`src/rtl/cpu_branch_tracker.sv`:
```
// rtl/cpu_branch_tracker.sv - in-order FIFO of in-flight branch predictions between fetch and execute
//
// Ports:
//   clk, rst_n        clock; synchronous active-low reset
//   push_valid        fetch records a branch {push_pc, push_pred_taken, push_pred_target}
//   push_ready        FIFO not full (depends on state only, never on a same-cycle resolve)
//   resolve_valid     execute resolved the oldest branch: resolve_taken, resolve_target
//   ext_flush         trap/exception kill: clear FIFO, drop push, discard resolve
//   update            one-cycle pulse to predictor with update_addr/update_taken
//   flush             one-cycle mispredict pulse with redirect_pc
//   resolve_err       one-cycle pulse: resolve arrived while FIFO empty
//   count             current occupancy 0..DEPTH
module cpu_branch_tracker #(
  parameter int XLEN        = 32,
  parameter int DEPTH_WIDTH = 2
) (
  input  logic                   clk,
  input  logic                   rst_n,
  input  logic                   push_valid,
  output logic                   push_ready,
  input  logic [XLEN-1:0]        push_pc,
  input  logic                   push_pred_taken,
  input  logic [XLEN-1:0]        push_pred_target,
  input  logic                   resolve_valid,
  input  logic                   resolve_taken,
  input  logic [XLEN-1:0]        resolve_target,
  input  logic                   ext_flush,
  output logic                   update,
  output logic [XLEN-1:0]        update_addr,
  output logic                   update_taken,
  output logic                   flush,
  output logic [XLEN-1:0]        redirect_pc,
  output logic                   resolve_err,
  output logic [DEPTH_WIDTH:0]   count
);

  localparam int DEPTH = 1 << DEPTH_WIDTH;

  logic [XLEN-1:0]        pc_mem     [DEPTH];
  logic                   taken_mem  [DEPTH];
  logic [XLEN-1:0]        target_mem [DEPTH];

  logic [DEPTH_WIDTH-1:0] wr_ptr;
  logic [DEPTH_WIDTH-1:0] rd_ptr;
  logic [DEPTH_WIDTH:0]   cnt;

  logic                   full;
  logic                   empty;
  logic [XLEN-1:0]        head_pc;
  logic                   head_taken;
  logic [XLEN-1:0]        head_target;
  logic                   resolve_fire;
  logic                   mispredict;
  logic                   kill;
  logic                   push_accept;
  logic [DEPTH_WIDTH:0]   inc;
  logic [DEPTH_WIDTH:0]   dec;

  assign full        = (cnt == (DEPTH_WIDTH+1)'(DEPTH));
  assign empty       = (cnt == '0);
  assign push_ready  = !full;
  assign count       = cnt;

  assign head_pc     = pc_mem[rd_ptr];
  assign head_taken  = taken_mem[rd_ptr];
  assign head_target = target_mem[rd_ptr];

  assign resolve_fire = resolve_valid && !empty;
  assign mispredict   = (head_taken != resolve_taken) ||
                        (resolve_taken && (head_target != resolve_target));

  // Either kill source empties the FIFO; any push in that cycle is wrong-path.
  assign kill        = ext_flush || (resolve_fire && mispredict);
  assign push_accept = push_valid && push_ready && !kill;

  assign inc = {{DEPTH_WIDTH{1'b0}}, push_accept};
  assign dec = {{DEPTH_WIDTH{1'b0}}, resolve_fire};

  // Entry storage carries no reset; only pointers/count define validity.
  always_ff @(posedge clk) begin
    if (rst_n && push_accept) begin
      pc_mem[wr_ptr]     <= push_pc;
      taken_mem[wr_ptr]  <= push_pred_taken;
      target_mem[wr_ptr] <= push_pred_target;
    end
  end

  always_ff @(posedge clk) begin
    if (!rst_n) begin
      wr_ptr       <= '0;
      rd_ptr       <= '0;
      cnt          <= '0;
      update       <= 1'b0;
      update_addr  <= '0;
      update_taken <= 1'b0;
      flush        <= 1'b0;
      redirect_pc  <= '0;
      resolve_err  <= 1'b0;
    end else begin
      update      <= 1'b0;
      flush       <= 1'b0;
      resolve_err <= 1'b0;
      if (ext_flush) begin
        // Trap kill: the resolve in this cycle belongs to a dead instruction stream.
        rd_ptr <= wr_ptr;
        cnt    <= '0;
      end else if (resolve_fire && mispredict) begin
        update       <= 1'b1;
        update_addr  <= head_pc;
        update_taken <= resolve_taken;
        flush        <= 1'b1;
        redirect_pc  <= resolve_taken ? resolve_target : head_pc + XLEN'(4);
        rd_ptr       <= wr_ptr;
        cnt          <= '0;
      end else begin
        if (push_accept) begin
          wr_ptr <= wr_ptr + 1'b1;
        end
        if (resolve_fire) begin
          update       <= 1'b1;
          update_addr  <= head_pc;
          update_taken <= resolve_taken;
          rd_ptr       <= rd_ptr + 1'b1;
        end
        if (resolve_valid && empty) begin
          resolve_err <= 1'b1;
        end
        cnt <= cnt + inc - dec;
      end
    end
  end

endmodule

```
`config.mk`:
```
export PLATFORM = sky130hd
export DESIGN_NAME = cpu_branch_tracker
export DESIGN_NICKNAME = d
export VERILOG_FILES = /design/src/rtl/cpu_branch_tracker.sv
export SDC_FILE = /design/constraint.sdc
export NUM_CORES = 1
export LEC_CHECK = 0
export CAP_MARGIN = 20
export CELL_PAD_IN_SITES_DETAIL_PLACEMENT = 0
export CELL_PAD_IN_SITES_GLOBAL_PLACEMENT = 1
export CORE_MARGIN = 5
export CORE_UTILIZATION = 45
export CTS_BUF_LIST = sky130_fd_sc_hd__clkbuf_8
export CTS_CLUSTER_DIAMETER = 80
export DETAILED_ROUTE_END_ITERATION = 16
export DONT_BUFFER_PORTS = 1
export PLACE_DENSITY_LB_ADDON = 0.1
export SKIP_CTS_REPAIR_TIMING = 1
export SLEW_MARGIN = 25
export SYNTH_ARGS = -nofsm -noshare
export SYNTH_HDL_FRONTEND = slang
export SYNTH_SLANG_ARGS = --single-unit
```
`constraint.sdc`:
```
create_clock -name clk -period 7.9 [get_ports clk]
set_input_delay 1.58 -clock clk [delete_from_list [all_inputs] [get_ports clk]]
set_output_delay 1.58 -clock clk [all_outputs]
set_load 0.01 [all_outputs]
```
==> impl_summary.txt <==
----------------------------------------------------
[Setup path]
  Crit path max fanout ... 36
  Setup crit start kind ... register
  Critical Path Sink Type ... register
  Crit path required time ... 8340 ps
  Critical-path cell with the highest stage delay ... sky130_fd_sc_hd__dfxtp_4
  Critical setup path kind ... reg -> reg
  CP dominant cell by count ... sky130_fd_sc_hd__inv_1
  Critical path arrival ... 5230 ps
  CP Buf/Inv Count ... 4
  Largest incremental delay on the critical path ... 800 ps
  CP cell instances ... buf_4 > mux4_2 > xnor2_1 > o2111ai_1 > nor4_4 > a21oi_2 > nor3_2 > inv_1 > ha_1 > inv_1 > ha_1 > inv_1 > fa_1 > xor2_1 > xnor2_1 > nor2_1
  Critical path's top delay family ... simple AND/OR/NAND/NOR gates

[Finish]
  N_diodes ... 0
  Synth-to-layout area growth ... 10.29%
  Layout cells sized above 1 ... 18.34%
  Final std cell area, no fill ... 15,090 um2
  Final core utilization ... 50.64%
  Layout filler cell count ... 2,589
  Final net count ... 1,053

[Drt]
  First-pass detailed-route iteration total ... 7
  Vias ... 7,795
  DRT antenna net count ... 0
  Drc violations ... 0
  Post-DR vias/cell ... 5.661
  Total detailed-routing wirelength ... 35,170 um
  Iteration-0 DRC Markers ... 473
  Average wire length per cell after detail routing ... 25.54 um

[STA]
  Worst-margin pin slew ... 947.4 ps
  Setup TNS after final layout ... 0 ps
  Number of failing hold endpoints at the final stage ... 0
  Number of setup violations in the final report ... 0
  RSZ-0062 raised after global routing ... false
  Worst hold slack after final layout ... 500.3 ps
  Final Max Slew Viols ... 0
  Layout Skew ... 23.32 ps
  Final worst-path cycle share ... 60.61%
  Crit path time final ... 4788 ps
  Worst-case setup margin in the final layout ... 3112 ps
  Slew margin rel. ... 36.84%
  Max Fclk ... 208.8 MHz

[Synthesis]
  Most instantiated library cell after synthesis ... sky130_fd_sc_hd__edfxtp_1
  Number of flops mapped to enable cells by yosys ... 260
  Top cell types by occurrence after synthesis ... sky130_fd_sc_hd__edfxtp_1 (260), sky130_fd_sc_hd__nand2_1 (125), sky130_fd_sc_hd__dfxtp_1 (77)
  Post-Syn Area ... 13,680 um2
  Syn Nets ... 1,027
  Yosys warning count ... 0
  Flip-flop and latch count after synthesis ... 337
  Average cell area after synthesis ... 14.94 um2
  Post-synthesis cell count ... 916
  Seq/Total Area, Yosys ... 68.33%
  Fraction of synthesized cell area taken by the top area cell type ... 57.06%
  Number of distinct library cells after synthesis ... 58
  Ys flop type ... sky130_fd_sc_hd__edfxtp_1
  FFs w/ async S/R, synth ... 0%
  Library cell with the largest summed area after synthesis ... sky130_fd_sc_hd__edfxtp_1
  Main area contributors after synthesis ... sky130_fd_sc_hd__edfxtp_1 (57%), sky130_fd_sc_hd__dfxtp_1 (11%), sky130_fd_sc_hd__mux4_2 (8.9%)

[Clocking]
  H-Tree Depth ... 2
  Number of buffers on the longest clock path ... 3
  Sink count of the clock tree ... 337
  CTS root buf ... sky130_fd_sc_hd__clkbuf_8
  Cts bufs inserted ... 56
  Clock Pin Slew Worst Setup and Hold Paths ... 60 ps
  Clock latency at the later pin of the worst-skew pair ... 590 ps
  CTS tree ... done

[Placement]
  Post-Place Worst Slack ... 2978 ps
  Instance area after placement ... 14,050 um2
  Number of buffer cells added on primary ports ... 0
  HPWL after DPL ... 24,080 um
  Global placer's final weighted congestion ... 0.8068

[Global route]
  Antenna violations before repair ... 0
  Number of global-route vias before repair ... 8,081
  Wire length of the first global-routing pass ... 51,920 um
  Maximum number of pins on one net before global-route repair ... 59
  GRT Total Usage ... 20.52%
  Remaining global-route overflow ... 0

[Run status]
  Outcome ... complete, no violations

[Floorplan]
  Die width ... 184.4 um
  Site Rows ... 63
  Number of top-level pins ... 175
  Die Outline Area ... 33,990 um2
  Initial Util ... 45.92%
  Standard cell core area ... 29,800 um2
  Die boundary height ... 184.4 um

[Job]
  Maximum Capacitance Violations ... 0

[Power]
  Worst-case vdd ir drop ... 0.0001579 V
  P per Cell Area ... 243.4 nW/um2
  Leakage power ... 4.770 nW

[Worst hold path]
  Worst hold path class ... reg -> reg

----------------------------------------------------
-- registers in the layout, summed over array words and instances (netlist names), 2 cells and up, named ones only --
signal,cells
pc_mem,128
target_mem,128
redirect_pc,32
update_addr,32
taken_mem,4
count,3
rd_ptr,2
wr_ptr,2
-- layout by cell type (no fill, tap or decap), drive strengths merged, types with 17 or more instances in the layout --
master	instances
clkinv	24
nand2	134
nand3	29
clkbuf	63
xnor2	39
nor2	30
dfxtp	77
o21ai	31
mux4	54
xor2	17
a21oi	54
mux2i	21
edfxtp	260
inv	36
-- path summary, 6_finish.rpt --
check	slack, ps	cells after the start	end	startpoint
worst max-delay path	3110	16	count[2]	register
worst min-delay path	500	2	update_addr[11]	update_addr[11]
worst max register to register	3110	16	count[2]	register
worst min register to register	500	2	update_addr[11]	update_addr[11]
-- area by class of cell --
type	count	area (um2)	share of cell area, %
multi-input combinational	512	4015	26.61
inverter	20	76.32	0.5058
clock inverter	40	173.9	1.153
sequential	337	9356	62.01
clock buffer	63	867.1	5.746
tap	390	488.0	3.234
timing repair buffer	15	112.6	0.7463
-- routing by layer --
layer  vias up  GRT usage (%)  wire length, um
met5         -              0                0
met4         0          5.560              716
met3        56          8.684             3753
met2       282          33.57            17140
met1      3948          25.24            13560
li1       3509              -                -
-- power by group --
part	leakage (nW)	switching, W	total, W	internal [W]
Sequential	2.97	0.0000433	0.00199	0.00194
Combinational	1.18	0.000157	0.000283	0.000126
Clock	0.614	0.000673	0.00140	0.000731
-- worst min-delay path, stage by stage (launching register included) --
cell                      delay, ps
sky130_fd_sc_hd__dfxtp_1        340
sky130_fd_sc_hd__nand2_1         60
sky130_fd_sc_hd__a21oi_1         50
-- cells by family after synthesis --
group | Yosys count | share of synthesized area, %
AOI/OAI and AO/OA | 127 | 5.835
xor gates and xnor gates | 56 | 3.585
adders and majority gates | 8 | 0.7864
buffers and inverters | 67 | 2.524
DFF | 337 | 68.33
muxes | 79 | 10.75
and+or+nand+nor | 242 | 8.185
-- through the flow --
stage | std cells | total power [W]
after floorplan | 916 | 0.002241
after global placement | 1274 | 0.002311
after detailed placement | 1274 | 0.002313
after CTS | 1377 | 0.003722
after global routing | 1377 | 0.003831
final | 1377 | 0.003673
(Power assumes the default switching activity.)
